$ cat config.mk
export PLATFORM = sky130hd
export DESIGN_NAME = bcd_up_down_counter
export DESIGN_NICKNAME = d
export VERILOG_FILES = /design/src/rtl/bcd_up_down_counter.sv
export SDC_FILE = /design/constraint.sdc
export NUM_CORES = 1
export LEC_CHECK = 0
export BUFFER_PORTS_ARGS = -buffer_cell sky130_fd_sc_hd__buf_2
export CAP_MARGIN = 5
export CORE_MARGIN = 1.5
export CORE_UTILIZATION = 45
export DETAILED_ROUTE_END_ITERATION = 10
export PLACE_DENSITY_LB_ADDON = 0.12
export SETUP_SLACK_MARGIN = 0.15
export SLEW_MARGIN = 20
export SYNTH_ARGS = -nofsm -noshare
export SYNTH_HDL_FRONTEND = slang
export SYNTH_SLANG_ARGS = --single-unit
$ cat constraint.sdc
create_clock -name Clk -period 2.4 [get_ports Clk]
set_input_delay 0.12 -clock Clk [delete_from_list [all_inputs] [get_ports Clk]]
set_output_delay 0.12 -clock Clk [all_outputs]
set_load 0.05 [all_outputs]
$ cat src/rtl/bcd_up_down_counter.sv
// Packed-BCD up/down counter with load, wrap/saturate ends and carry/borrow pulses.
// Optional Hold input enabled by defining BCD_COUNTER_HOLD_EN.
module bcd_up_down_counter #(
   parameter int NUM_DIGITS = 2,
   parameter int WRAP       = 1
) (
   input  logic                    Clk,
   input  logic                    Reset,
   input  logic                    UpPulse,
   input  logic                    DownPulse,
`ifdef BCD_COUNTER_HOLD_EN
   input  logic                    Hold,
`endif
   input  logic                    LoadEn,
   input  logic [4*NUM_DIGITS-1:0] LoadValue,
   output logic [4*NUM_DIGITS-1:0] Count,
   output logic                    Carry,
   output logic                    Borrow
);

   localparam int W = 4 * NUM_DIGITS;

   logic [W-1:0]        r_count;
   logic                r_carry;
   logic                r_borrow;
   logic [W-1:0]        w_inc;
   logic [W-1:0]        w_dec;
   logic [W-1:0]        w_load;
   logic [NUM_DIGITS:0] w_inc_ripple;
   logic [NUM_DIGITS:0] w_dec_ripple;
   logic                w_hold;
   logic                w_at_max;
   logic                w_at_zero;

`ifdef BCD_COUNTER_HOLD_EN
   assign w_hold = Hold;
`else
   assign w_hold = 1'b0;
`endif

   assign w_inc_ripple[0] = 1'b1;
   assign w_dec_ripple[0] = 1'b1;

   // Ripple chains: a digit only changes when every lower digit rolled over.
   genvar gi;
   generate
      for (gi = 0; gi < NUM_DIGITS; gi++) begin : g_digit
         logic [3:0] w_d;
         logic [3:0] w_lv;
         assign w_d  = r_count[4*gi +: 4];
         assign w_lv = LoadValue[4*gi +: 4];

         assign w_inc[4*gi +: 4] = !w_inc_ripple[gi] ? w_d :
                                   (w_d == 4'd9)     ? 4'd0 : w_d + 4'd1;
         assign w_inc_ripple[gi+1] = w_inc_ripple[gi] & (w_d == 4'd9);

         assign w_dec[4*gi +: 4] = !w_dec_ripple[gi] ? w_d :
                                   (w_d == 4'd0)     ? 4'd9 : w_d - 4'd1;
         assign w_dec_ripple[gi+1] = w_dec_ripple[gi] & (w_d == 4'd0);

         assign w_load[4*gi +: 4] = (w_lv > 4'd9) ? 4'd9 : w_lv;
      end
   endgenerate

   // All digits 9 ripples a carry out of the top; all digits 0 ripples a borrow.
   assign w_at_max  = w_inc_ripple[NUM_DIGITS];
   assign w_at_zero = w_dec_ripple[NUM_DIGITS];

   always_ff @(posedge Clk or negedge Reset) begin
      if (!Reset) begin
         r_count  <= '0;
         r_carry  <= 1'b0;
         r_borrow <= 1'b0;
      end else begin
         r_carry  <= 1'b0;
         r_borrow <= 1'b0;
         if (LoadEn) begin
            r_count <= w_load;
         end else if (w_hold || (UpPulse && DownPulse)) begin
            r_count <= r_count;
         end else if (UpPulse) begin
            if (!w_at_max) begin
               r_count <= w_inc;
            end else if (WRAP != 0) begin
               r_count <= w_inc;
               r_carry <= 1'b1;
            end
         end else if (DownPulse) begin
            if (!w_at_zero) begin
               r_count <= w_dec;
            end else if (WRAP != 0) begin
               r_count  <= w_dec;
               r_borrow <= 1'b1;
            end
         end
      end
   end

   assign Count  = r_count;
   assign Carry  = r_carry;
   assign Borrow = r_borrow;

endmodule

# Word-level counts from Yosys, hierarchy flattened
# Index checks and enable logic that the tools add are counted.
# W data, S select, Z words.
# totals
register_bits	10
in_bits	13
word_cells	44
# classes
n_addsub	4
n_lt_le_gt_ge	2
eq_ne	4
n_mux	21
n_bitwise	2
reduce_logical	7
# op_table
cell	count
$mux W4	8
$mux W8	4
$mux W1	9
$add A4 B1 Y4 const B	2
$eq A4 B4 Y1 const B	2
$gt A4 B4 Y1 const B	2
$logic_not A4 Y1	2
$sub A4 B1 Y4 const B	2
$reduce_bool A3 Y1	2
$reduce_and A4 Y1	1
$ne A3 B1 Y1 const B	1
$and A1 B1 Y1	2
$ne A2 B2 Y1 const B	1
$reduce_and A2 Y1	1
$logic_and A1 B1 Y1	1

# Logic depth before layout (Yosys ltp)
# Gate-level depths: netlist of run 1.
# depth
ltp_word	7
ltp_mapped	6
ltp_nobuf	5

# Least setup slack after synthesis of run 1
# OpenSTA, ideal clock, no wires.
# synth_timing
kind	reg-to-reg
startpoint	register r_count[0] (netlist: Count[0])
endpoint	register r_count[6] (netlist: Count[6])
setup_ps	126
t_arrival_ps	2019
required_time_ps	2274
path_slack_ps	255
stages_incl_launch_ff	6
path_buffers	1
period_less_slack_ps	2145
cell_sequence	dfrtp_1 > buf_6 > or4b_4 > a211oi_4 > o211ai_1 > a221o_1
# synth_via
elab_chain_len	3
elab_cells_between_ends	5
cone_classes	2 x eq/ne; 3 x reduce/logical
# synth_rtl
item	line_no	source
start: declaration	23	logic [W-1:0] r_count;
start signal: assignment	78	r_count <= w_load;
start signal: assignment	80	r_count <= r_count;
start signal: assignment	83	r_count <= w_inc;
$eq A4 B4 Y1 or $logic_not A4 Y1 (tied branches)	55, 59	
$ne A3 B1 Y1 (no source line) or $reduce_bool A3 Y1 (tied branches)	-	
$reduce_and A4 Y1 (no source line) (*)	-	
# Mark *: on every way between the ends. The rest lies on a longest branch, timed or not.
# A chain may end at the register's enable or synchronous reset.

# Worst setup path after layout of run 1
# layout_timing
startpoint	register r_count[0] (netlist: Count[0])
endpoint	register r_count[5] (netlist: Count[5])
# The elaborated chain is that of the path after synthesis.

==> Implementation_results.wiki, run 1 <==
{| class="wikitable"
! Metric !! Value
|-
| Library cell used as clock root buffer || sky130_fd_sc_hd__clkbuf_4
|-
| CP Class || reg -> reg
|-
| Worst EP arrival || 2.23 ns
|-
| Number of buffer cells added on primary ports || 22
|-
| Area growth from synthesis to layout || 13.2%
|-
| Number of H-tree branching levels || 1
|-
| Post-Synthesis Cells || 112
|-
| Top achievable clock speed || 0.483 GHz
|-
| Number of fill cells || 203
|-
| Pre-CTS worst setup slack || 0.383 ns
|-
| Antenna diode count || 0
|-
| Warning count from the yosys run || 0
|-
| Max-slew headroom || 0.708
|-
| Post-synthesis sequential element count || 10
|-
| Number of antenna violations at the first check in global routing || 0
|-
| GR Layer Usage met3 || 0.0717
|-
| Clock network latency to the later pin of the worst-skew pair || 0.27 ns
|-
| Sequence of cells on the critical path || or4b_4 -> a211oi_4 -> o21ai_0 -> a32o_1
|-
| Gr usage total || 0.228
|-
| Die Area || 0.00228 sq mm
|-
| Highest fanout seen on the critical path || 11
|-
| Syn nets || 125
|-
| Initial Util || 0.469
|-
| Setup clock skew after layout || 0.00285 ns
|-
| Number of endpoints with negative hold slack in the final report || 0
|-
| CTS tree || built
|-
| Die Height || 47.8 um
|-
| Top-level port count || 23
|-
| Final setup vio count || 0
|-
| Final weighted congestion in routability-driven placement || 0.800
|-
| Drt pass-1 iters || 4
|-
| # Max-Cap Violations || 0
|-
| Maximum number of pins on one net before global-route repair || 24
|-
| Rows || 16
|-
| WL final || 2190 um
|-
| Area of the core || 0.00192 sq mm
|-
| First-pass GRT wire length || 3610 um
|-
| Min Tclk post-route || 2.07 ns
|-
| Ratio of total power to cell area || 714 mW/mm^2
|-
| Met2 track demand over resource in global routing || 0.280
|-
| HPWL Detailed || 1580 um
|-
| Post-synthesis area per instance || 8.05 sq um
|-
| Reg2Reg Setup Slack || 0.33 ns
|-
| Endpoint class of the critical path || flip-flop
|-
| Post-route fraction of the period consumed by the critical path || 0.863
|-
| Critical path's slowest cell || sky130_fd_sc_hd__or4b_4
|-
| Post-route setup slack || 0.328 ns
|-
| Setup total negative slack || 0 ns
|-
| Detailed-route wire length per cell || 13.9 um
|-
| Maximum clock insertion buffer count || 2
|-
| Worst Path Required || 2.56 ns
|-
| Post-synthesis sequential area ratio || 0.277
|-
| Result of the run || complete, no violations
|-
| Share of layout cells above drive strength 1 || 0.267
|-
| Die extent in x || 47.8 um
|-
| Min-delay worst type || in -> reg
|-
| Distinct cell type count after synthesis || 38
|-
| Post-detailed-route count of antenna-violating nets || 0
|-
| # clock sinks || 10
|-
| Detail-routed via count per cell || 5.75
|-
| Fraction of met1 tracks used by global routing || 0.380
|-
| Count of pins over their slew limit || 0
|-
| Buf+Inv Stages, Crit Path || 0
|-
| Post-synthesis instance area || 902 sq um
|-
| TritonCTS Buffers || 3
|-
| Crit path max-delay family || compound AO/OA/AOI/OAI gates
|-
| Number of vias after detailed routing || 909
|-
| Starting DRT DRC Count || 60
|-
| Worst-margin pin slew || 0.432 ns
|-
| Largest vdd supply drop || 0.528 mV
|-
| Most congested layer reported by global routing || met1
|-
| CP Launch Type || flip-flop
|-
| Total overflow reported by the global router || 0
|-
| Setup repair after global routing missed its margin || no
|-
| Largest stage delay on the critical path || 0.58 ns
|-
| Final net count || 145
|-
| Clock slew seen by the registers of the worst setup and hold paths || 0.07 ns
|-
| Number of global-route vias before repair || 724
|-
| Leakage power || 0.000432 uW
|-
| Post-route DRC || 0
|}
## power by group
part / internal, uW / switching, uW / total, uW
clock: 92.2 / 67.1 / 159
sequential: 192 / 57.5 / 250
combinational: 114 / 206 / 320
## routing by layer
layer / wire length [um] / share of wire
met1: 1090 / 0.50
met2: 949 / 0.43
met3: 154 / 0.070
met4: 0 / 0
met5: 0 / 0
## Yosys cell counts
cell	number	share of area
sky130_fd_sc_hd__nor3_1	5	0.028
sky130_fd_sc_hd__o311ai_0	1	0.0097
sky130_fd_sc_hd__nand3_1	1	0.0055
sky130_fd_sc_hd__nor2_1	9	0.037
sky130_fd_sc_hd__or2_2	2	0.014
sky130_fd_sc_hd__nor4b_1	1	0.0097
sky130_fd_sc_hd__o211ai_1	1	0.0083
sky130_fd_sc_hd__o21ai_0	11	0.061
sky130_fd_sc_hd__or3_2	1	0.0083
sky130_fd_sc_hd__buf_6	4	0.050
sky130_fd_sc_hd__or3_1	1	0.0069
sky130_fd_sc_hd__nand4b_1	3	0.029
sky130_fd_sc_hd__a211oi_1	1	0.0083
sky130_fd_sc_hd__or4b_4	1	0.015
sky130_fd_sc_hd__a221oi_1	2	0.019
sky130_fd_sc_hd__dfrtp_1	10	0.28
sky130_fd_sc_hd__a211o_1	2	0.019
sky130_fd_sc_hd__nor2b_1	3	0.021
sky130_fd_sc_hd__xnor2_1	3	0.029
sky130_fd_sc_hd__a221o_1	2	0.022
sky130_fd_sc_hd__nand2b_1	4	0.028
sky130_fd_sc_hd__inv_1	6	0.025
sky130_fd_sc_hd__or4b_2	1	0.011
sky130_fd_sc_hd__nand2_1	9	0.037
sky130_fd_sc_hd__a31oi_1	3	0.021
sky130_fd_sc_hd__a21boi_0	1	0.0083
sky130_fd_sc_hd__buf_4	3	0.025
sky130_fd_sc_hd__a21oi_1	9	0.050
sky130_fd_sc_hd__o21ba_2	1	0.011
sky130_fd_sc_hd__a211oi_4	1	0.022
sky130_fd_sc_hd__and2_2	1	0.0083
sky130_fd_sc_hd__nand4_1	2	0.014
sky130_fd_sc_hd__o21bai_1	1	0.0083
sky130_fd_sc_hd__a32oi_1	2	0.019
sky130_fd_sc_hd__clkbuf_1	1	0.0042
sky130_fd_sc_hd__o21a_1	1	0.0083
sky130_fd_sc_hd__clkbuf_4	1	0.0083
sky130_fd_sc_hd__a32o_1	1	0.011
## state kept, by name, indices dropped and copies added (netlist names)
name    cells
Count       8
Borrow      1
Carry       1
## cell type report
class | instances | area, sq um | area share
Multi-Input combinational cell | 87 | 551 | 0.539
Sequential cell | 10 | 250 | 0.245
Timing Repair Buffer | 24 | 128 | 0.125
Clock buffer | 4 | 36.3 | 0.0355
Tap cell | 27 | 33.8 | 0.0331
Inverter | 6 | 22.5 | 0.0221
## worst paths after layout
kind | from | endpoint | cells past startpoint
setup / recovery | Count[0] | Count[5] | 4
max in group asynchronous | Reset | Count[6] | 2
setup reg to reg | Count[0] | Count[5] | 4
min in group asynchronous | Reset | Borrow | 2
hold / removal | LoadValue[4] | Count[4] | 3
hold reg to reg | Count[7] | Count[7] | 2
## cells in the final DEF (no fill, tap or decap), types with 2 or more instances in the layout
master / count
sky130_fd_sc_hd__a221o_1: 2
sky130_fd_sc_hd__nor3_1: 5
sky130_fd_sc_hd__nor2_1: 9
sky130_fd_sc_hd__dfrtp_1: 10
sky130_fd_sc_hd__inv_1: 6
sky130_fd_sc_hd__nand4_1: 2
sky130_fd_sc_hd__a31oi_1: 3
sky130_fd_sc_hd__xnor2_1: 3
sky130_fd_sc_hd__a211o_1: 2
sky130_fd_sc_hd__a221oi_1: 2
sky130_fd_sc_hd__nand2_1: 9
sky130_fd_sc_hd__a21oi_1: 9
sky130_fd_sc_hd__clkbuf_4: 3
sky130_fd_sc_hd__a32oi_1: 2
sky130_fd_sc_hd__nor2b_1: 3
sky130_fd_sc_hd__buf_2: 22
sky130_fd_sc_hd__nand4b_1: 3
sky130_fd_sc_hd__nand2b_1: 4
sky130_fd_sc_hd__o21ai_0: 11
sky130_fd_sc_hd__or2_2: 2
## cells by family (layout without fill, tap and decap cells)
logic type / after synthesis / after routing / synth area share
flops: 10 / 10 / 0.277
compound gates: 40 / 40 / 0.308
buf+inv: 15 / 34 / 0.112
simple gates: 44 / 44 / 0.273
xor+xnor: 3 / 3 / 0.0291
## per-stage QoR
stage	util	total power, uW	instances	instance area, sq um	hold slack, ns
finish	0.531	729	158	1020	0.0831
detailed placement	0.507	568	153	975	0.00171
global placement	0.507	569	153	975	0.00141
CTS	0.531	731	158	1020	0.0822
floorplan	-	513	112	902	-0.176
global route	0.531	783	158	1020	0.0894
## what timing repair did
action / in CTS / in global routing
buffers inserted: 0 / 0
hold buffers: 1 / 0
gates resized for setup: 0 / 0
endpoints found under the hold margin: 10 / 0
## worst reg2reg max path, stage by stage (launching register included)
cell	delay (ns)
sky130_fd_sc_hd__dfrtp_1	0.51
sky130_fd_sc_hd__or4b_4	0.58
sky130_fd_sc_hd__a211oi_4	0.41
sky130_fd_sc_hd__o21ai_0	0.18
sky130_fd_sc_hd__a32o_1	0.29
No activity file was read; power rests on OpenSTA's default activity.
==> run 2, diff against run 1 <==
GPL_TIMING_DRIVEN = 0   (was default)
==> run 2 against run 1 <==
  * Register-to-register slack improved by 0.03 ns
  * Flip-flop and latch count unchanged
  * Hold slack gained 0.015 ns
  * Count of clock-buffer cells in the layout shrank 1
  * Routed wire length up 6.2%
  * Clock skew about the same
  * Core utilization increased by 3.0 points
  * Maximum frequency increased by 1.2%
  * Global-route usage is 0.37 points higher
  * Sequential share of layout area is 1.3 points lower
  * Cell count is 4.4% higher
  * Die area is the same
  * Largest cell class unchanged
==> Implementation_results.wiki, run 2 (synthesis results as in run 1) <==
{| class="wikitable"
! Metric !! Value
|-
| Result of the run || complete, no violations
|-
| Drt pass-1 iters || 5 (+1)
|-
| Number of instances on the worst hold path || 3 (unchanged)
|-
| Final net count || 153 (+5.5%)
|-
| Max-slew headroom || 0.705 (-0.00316)
|-
| First-pass GRT wire length || 3790 um (+5.0%)
|-
| Clock slew seen by the registers of the worst setup and hold paths || 0.07 ns (about the same)
|-
| Starting DRT DRC Count || 38 (-37%)
|-
| Flip-flop count of the largest register, all copies and words added || 8 (unchanged)
|-
| Largest stage delay on the critical path || 0.53 ns (-0.05 ns)
|-
| Initial Util || 0.469 (unchanged)
|-
| Number of endpoints with negative hold slack in the final report || 0 (unchanged)
|-
| Highest fanout seen on the critical path || 10 (-1)
|-
| Total overflow reported by the global router || 0 (unchanged)
|-
| Reg2Reg Setup Slack || 0.35 ns (+0.03 ns)
|-
| Reg-to-Reg End || Count[6]
|-
| CP Launch Type || flip-flop
|-
| # clock sinks || 10 (unchanged)
|-
| Largest vdd supply drop || 0.280 mV (-47%)
|-
| Number of antenna violations at the first check in global routing || 0 (unchanged)
|-
| Worst-case hold path end point || Count[0]
|-
| Worst EP arrival || 2.19 ns (-0.04 ns)
|-
| Sequence of cells on the critical path || buf_6 -> or4b_4 -> a211oi_4 -> o211ai_1 -> a221o_1
|-
| Detail-routed via count per cell || 5.83 (+1.3%)
|-
| Final setup vio count || 0 (unchanged)
|-
| Most frequent standard cell in the layout excluding fill and tap cells || sky130_fd_sc_hd__buf_2
|-
| Post-cts hold buffer count || 1 (unchanged)
|-
| Worst-margin pin slew || 0.437 ns (+0.00468 ns)
|-
| Setup repair after global routing missed its margin || no
|-
| Share of layout cells above drive strength 1 || 0.297 (+0.0299)
|-
| Number of fill cells || 196 (-3.4%)
|-
| Detailed-route wire length per cell || 14.1 um (+1.7%)
|-
| Placed Instances || 161 (+5.2%)
|-
| Top-level port count || 23 (unchanged)
|-
| Setup clock skew after layout || 0.00302 ns (+0.000170 ns)
|-
| Most used cells in the layout excluding fill and tap cells || sky130_fd_sc_hd__buf_2 (22), sky130_fd_sc_hd__o21ai_0 (11), sky130_fd_sc_hd__dfrtp_1 (10)
|-
| Antenna diode count || 0 (unchanged)
|-
| Number of global-route vias before repair || 824 (+14%)
|-
| Maximum number of pins on one net before global-route repair || 11 (-54%)
|-
| Final weighted congestion in routability-driven placement || 0.870 (+8.7%)
|-
| CP Class || reg -> reg
|-
| Endpoint class of the critical path || flip-flop
|-
| Setup total negative slack || 0 ns (unchanged)
|-
| R2R cell count || 5 (+1)
|-
| Number of vias after detailed routing || 962 (+5.8%)
|-
| Leakage power || 0.000465 uW (+7.5%)
|-
| Die extent in x || 47.8 um (unchanged)
|-
| CTS tree || built
|-
| Die Height || 47.8 um (unchanged)
|-
| Library cell used as clock root buffer || sky130_fd_sc_hd__clkbuf_4
|-
| Hold slack || 0.0986 ns (+0.0155 ns)
|-
| Startpoint of the worst-slack reg-to-reg timing path || Count[0]
|-
| Number of buffer cells added on primary ports || 22 (unchanged)
|-
| Critical path's slowest cell || sky130_fd_sc_hd__or4b_4
|-
| WL final || 2330 um (+6.2%)
|-
| Number of H-tree branching levels || 1 (unchanged)
|-
| Post-detailed-route count of antenna-violating nets || 0 (unchanged)
|-
| Number of buffers added for setup after CTS || 0 (unchanged)
|-
| Post-route fraction of the period consumed by the critical path || 0.853 (-0.0105)
|-
| Worst Path Required || 2.55 ns (about the same)
|-
| Min-delay worst type || in -> reg
|-
| Gr usage total || 0.231 (+0.00371)
|-
| Area of the core || 0.00192 sq mm (unchanged)
|-
| Area growth from synthesis to layout || 19.6%
|-
| TritonCTS Buffers || 3 (unchanged)
|-
| Min Tclk post-route || 2.05 ns (-0.0252 ns)
|-
| Crit path max-delay family || compound AO/OA/AOI/OAI gates
|-
| Die Area || 0.00228 sq mm (unchanged)
|-
| Clock network latency to the later pin of the worst-skew pair || 0.27 ns (about the same)
|-
| Buf+Inv Stages, Crit Path || 1 (+1)
|-
| HPWL Detailed || 1700 um (+7.2%)
|-
| Min-delay src || LoadValue[0]
|-
| Count of pins over their slew limit || 0 (unchanged)
|-
| # Max-Cap Violations || 0 (unchanged)
|-
| Rows || 16 (unchanged)
|-
| Maximum clock insertion buffer count || 2 (unchanged)
|-
| Ratio of total power to cell area || 669 mW/mm^2 (-6.3%)
|-
| Top achievable clock speed || 0.489 GHz (+1.2%)
|-
| Post-route DRC || 0 (unchanged)
|-
| Post-cts repair resize count || 0 (unchanged)
|-
| Post-route insts no fill || 165 (+4.4%)
|}
[run 2: worst min-delay path: stages]
cell and delay [ns]:
sky130_fd_sc_hd__buf_2 0.10, sky130_fd_sc_hd__inv_1 0.04, sky130_fd_sc_hd__a31oi_1 0.07
[run 2: cell type report]
type                    instances  area (sq um)  area share
multi-input cells              87           551       0.510
flip-flops and latches         10           250       0.232
repair buffers                 23           120       0.111
plain buffers                   9          78.8      0.0731
well taps                      27          33.8      0.0313
clock buffers                   3          22.5      0.0209
inverters                       6          22.5      0.0209
[run 2: worst max path at each step]
stage / startpoint / end / slack [ns] / depth (start not counted)
5_1_grt: Count[0] / Count[6] / 0.28 / 5
2_1_floorplan: Count[0] / Count[6] / 0.26 / 5
4_1_cts: Count[0] / Count[6] / 0.35 / 5
3_5_place_dp: Count[0] / Count[6] / 0.38 / 5
6_report: Count[0] / Count[6] / 0.35 / 5
3_3_place_gp: Count[0] / Count[6] / 0.39 / 5
[run 2: report_power, final]
part           internal (uW)  switching, uW  total, uW
clock                   58.0           60.8        119
combinational            139            243        382
sequential               193           28.3        221
total                    390            332        722
[run 2: per-layer routing]
layer / global-route usage / routed length (um)
met5: 0 / 0
met4: 0.0811 / 25
met3: 0.0226 / 131
met2: 0.333 / 1030
met1: 0.354 / 1140
[run 2: metrics by stage]
step	total power, uW	setup WS (ns)	util	instance area [sq um]
after global placement	594	0.389	0.544	1050
final	722	0.353	0.561	1080
after floorplan	513	0.255	-	902
after CTS	719	0.353	0.561	1080
after global routing	776	0.280	0.561	1080
after detailed placement	599	0.383	0.544	1050
==> run 3, diff against run 2 <==
ABC_AREA = 1   (was default)
==> run 3 against run 2 <==
  * Combinational power shrank 7.1%
  * Clock skew shrank 0.00058 ns
  * Sequential share of layout area grew 1.1 points
  * Critical path type unchanged
  * Critical endpoint unchanged
  * Largest power group unchanged
==> Implementation_results.wiki, run 3 <==
{| class="wikitable"
! Metric !! Value
|-
| Result of the run || complete, no violations
|-
| Clock network latency to the later pin of the worst-skew pair || 0.27 ns (about the same)
|-
| Post-synthesis sequential area ratio || 0.295 (+0.0176)
|-
| Die extent in x || 46.4 um (-2.8%)
|-
| Combinational share of power || 0.465 (-0.064)
|-
| Flip-flop count of the largest register, all copies and words added || 8 (unchanged)
|-
| Fraction of power consumed by the clock network || 0.211 (+0.046)
|-
| Area of the core || 0.00175 sq mm (-9.2%)
|-
| Commonest register cell after synthesis || sky130_fd_sc_hd__dfrtp_1
|-
| CTS tree || built
|-
| Drt pass-1 iters || 4 (-1)
|-
| Count of pins over their slew limit || 0 (unchanged)
|-
| Syn nets || 153 (+22%)
|-
| Most area-consuming cells after synthesis || sky130_fd_sc_hd__dfrtp_1 (29%), sky130_fd_sc_hd__nand2_1 (23%), sky130_fd_sc_hd__nand3_1 (11%)
|-
| Ratio of total power to cell area || 740 mW/mm^2 (+11%)
|-
| Fraction of post-synthesis cell area in the top cell type by area || 0.295 (+0.0176)
|-
| Final weighted congestion in routability-driven placement || 0.885 (+1.8%)
|-
| Post-route insts no fill || 191 (+16%)
|-
| Top achievable clock speed || 0.765 GHz (+57%)
|-
| TritonCTS Buffers || 3 (unchanged)
|-
| Library cell with the largest summed area after synthesis || sky130_fd_sc_hd__dfrtp_1
|-
| Number of global-route vias before repair || 796 (-3.4%)
|-
| Number of buffer cells added on primary ports || 21 (-4.5%)
|-
| Die Height || 46.4 um (-2.8%)
|-
| Starting DRT DRC Count || 36 (-5.3%)
|-
| Maximum number of pins on one net before global-route repair || 11 (unchanged)
|-
| Antenna diode count || 0 (unchanged)
|-
| Sequential group share of total power || 0.324 (+0.018)
|-
| Worst EP arrival || 1.52 ns (-0.67 ns)
|-
| Reg2Reg Setup Slack || 1.09 ns (+0.74 ns)
|-
| Top-level port count || 23 (unchanged)
|-
| Sequence of cells on the critical path || nor2_2 -> nand3_1 -> nand2_1 -> nand2_2 -> inv_2 -> nand2_1 -> nand2_1
|-
| First-pass GRT wire length || 3330 um (-12%)
|-
| Number of endpoints with negative hold slack in the final report || 0 (unchanged)
|-
| Post-synthesis area per instance || 6.06 sq um (-25%)
|-
| CP Class || reg -> reg
|-
| Worst Path Required || 2.62 ns (+0.07 ns)
|-
| Die Area || 0.00215 sq mm (-5.6%)
|-
| Setup total negative slack || 0 ns (unchanged)
|-
| Most frequent standard cell in the layout excluding fill and tap cells || sky130_fd_sc_hd__nand2_1
|-
| Share of layout cells above drive strength 1 || 0.241 (-0.0561)
|-
| Area growth from synthesis to layout || 21.5%
|-
| Initial Util || 0.486 (+0.0166)
|-
| Post-route DRC || 0 (unchanged)
|-
| Total overflow reported by the global router || 0 (unchanged)
|-
| # clock sinks || 10 (unchanged)
|-
| Post-synth EDFFs || 0 (unchanged)
|-
| Power dissipated by switching net loads || 375 uW (+13%)
|-
| WL final || 2040 um (-12%)
|-
| Largest stage delay on the critical path || 0.46 ns (-0.07 ns)
|-
| Highest fanout seen on the critical path || 6 (-4)
|-
| Critical path's slowest cell || sky130_fd_sc_hd__dfrtp_1
|-
| Number of antenna violations at the first check in global routing || 0 (unchanged)
|-
| Post-detailed-route count of antenna-violating nets || 0 (unchanged)
|-
| Number of buffers added for setup after CTS || 0 (unchanged)
|-
| Clock slew seen by the registers of the worst setup and hold paths || 0.08 ns (about the same)
|-
| # Max-Cap Violations || 0 (unchanged)
|-
| HPWL Detailed || 1520 um (-10%)
|-
| Pre-CTS worst setup slack || 1.14 ns (+0.753 ns)
|-
| Placed Instances || 186 (+16%)
|-
| Top-count cell post-synth || sky130_fd_sc_hd__nand2_1
|-
| Endpoint class of the critical path || flip-flop
|-
| Post-route setup slack || 1.09 ns (+0.740 ns)
|-
| Largest vdd supply drop || 0.423 mV (+51%)
|-
| Distinct cell type count after synthesis || 20 (-47%)
|-
| Worst-margin pin slew || 0.251 ns (-0.186 ns)
|-
| Detail-routed via count per cell || 4.96 (-15%)
|-
| Post-Synthesis Cells || 140 (+25%)
|-
| CP Launch Type || flip-flop
|-
| Most common cell type on the critical path || sky130_fd_sc_hd__nand2_1
|-
| Post-route fraction of the period consumed by the critical path || 0.544 (-0.308)
|-
| Min Tclk post-route || 1.31 ns (-0.740 ns)
|-
| Number of vias after detailed routing || 948 (-1.5%)
|-
| Min-delay worst type || in -> reg
|-
| Detailed-route wire length per cell || 10.7 um (-24%)
|-
| Final net count || 180 (+18%)
|-
| Max-slew headroom || 0.831 (+0.126)
|-
| Setup clock skew after layout || 0.00244 ns (-0.000579 ns)
|-
| Leakage power || 0.000605 uW (+30%)
|-
| Internal cell power || 388 uW (-0.51%)
|-
| Warning count from the yosys run || 0 (unchanged)
|-
| Setup repair after global routing missed its margin || no
|-
| Gr usage total || 0.218 (-0.0132)
|-
| Post-synthesis sequential element count || 10 (unchanged)
|-
| Switching share of power || 0.492 (+0.0315)
|-
| Post-synthesis instance area || 848 sq um (-6.0%)
|-
| Number of H-tree branching levels || 1 (unchanged)
|-
| Most used cells in the layout excluding fill and tap cells || sky130_fd_sc_hd__nand2_1 (52), sky130_fd_sc_hd__buf_2 (21), sky130_fd_sc_hd__nand3_1 (18), sky130_fd_sc_hd__nor2_1 (17), sky130_fd_sc_hd__inv_1 (16)
|-
| Rows || 15 (-1)
|-
| Maximum clock insertion buffer count || 2 (unchanged)
|-
| Library cell used as clock root buffer || sky130_fd_sc_hd__clkbuf_4
|-
| Proportion of register bits with asynchronous set or reset after synthesis || 1.00 (unchanged)
|-
| Most used standard cells in the synthesized netlist || sky130_fd_sc_hd__nand2_1 (52), sky130_fd_sc_hd__nand3_1 (18), sky130_fd_sc_hd__nor2_1 (17)
|-
| Final setup vio count || 0 (unchanged)
|}
==> run 3: power by group through the flow <==
stage               clock (uW)  combinational (uW)  sequential [uW]
finish                     161                 355              247
global route               174                 394              251
CTS                        161                 354              245
floorplan                    0                 176              337
detailed placement           0                 350              247
global placement             0                 346              246
==> run 3: path summary, 6_finish.rpt <==
| kind | cells after the start | end | startpoint |
|---|---|---|---|
| worst min-delay path | 3 | Borrow | DownPulse |
| worst min register to register | 2 | Count[7] | Count[7] |
| worst max register to register | 7 | Count[6] | Count[0] |
| min in group asynchronous | 2 | Count[3] | Reset |
| max in group asynchronous | 2 | Count[4] | Reset |
| worst max-delay path | 7 | Count[6] | Count[0] |
==> run 3: critical path, delay by kind of cell (launching register included) <==
family                 cells  cell delay, ns
buffers and inverters      1            0.09
AND/OR/NAND/NOR            6            0.71
flip-flops                 1            0.46
==> run 3: through the flow <==
step	instance area, sq um	hold slack (ns)	util	total power [uW]
CTS	1030	0.151	0.591	759
finish	1030	0.150	0.591	763
global route	1030	0.162	0.591	819
detailed placement	985	-0.000802	0.564	598
floorplan	848	-0.176	-	513
global placement	985	-0.00271	0.564	592
==> run 3: logic make-up (layout without fill, tap and decap cells) <==
family / after synthesis / in the layout / synth area share
simple gates: 100 / 100 / 0.528
flops: 10 / 10 / 0.295
buf+inv: 22 / 48 / 0.106
compound gates: 8 / 8 / 0.0708
==> run 3: cell type report <==
| class | instances | area, sq um |
|---|---|---|
| fill | 183 | 714 |
| multi-input combinational | 108 | 508 |
| sequential | 10 | 250 |
| timing repair buffer | 22 | 115 |
| inverter | 21 | 78.8 |
| clock buffer | 4 | 36.3 |
| tap | 25 | 31.3 |
| buffer | 1 | 11.3 |
==> run 3: timing repair <==
action	CTS	global route
resized for setup	0	0
hold buffers	1	0
endpoints found under the hold margin	10	0
==> run 3: metal layers <==
layer  up-vias  global-route usage  share of wire
met5         -                   0              0
met4         0              0.0800          0.012
met3         4              0.0353          0.059
met2        43               0.325           0.44
met1       408               0.312           0.49
li1        493                   -              -
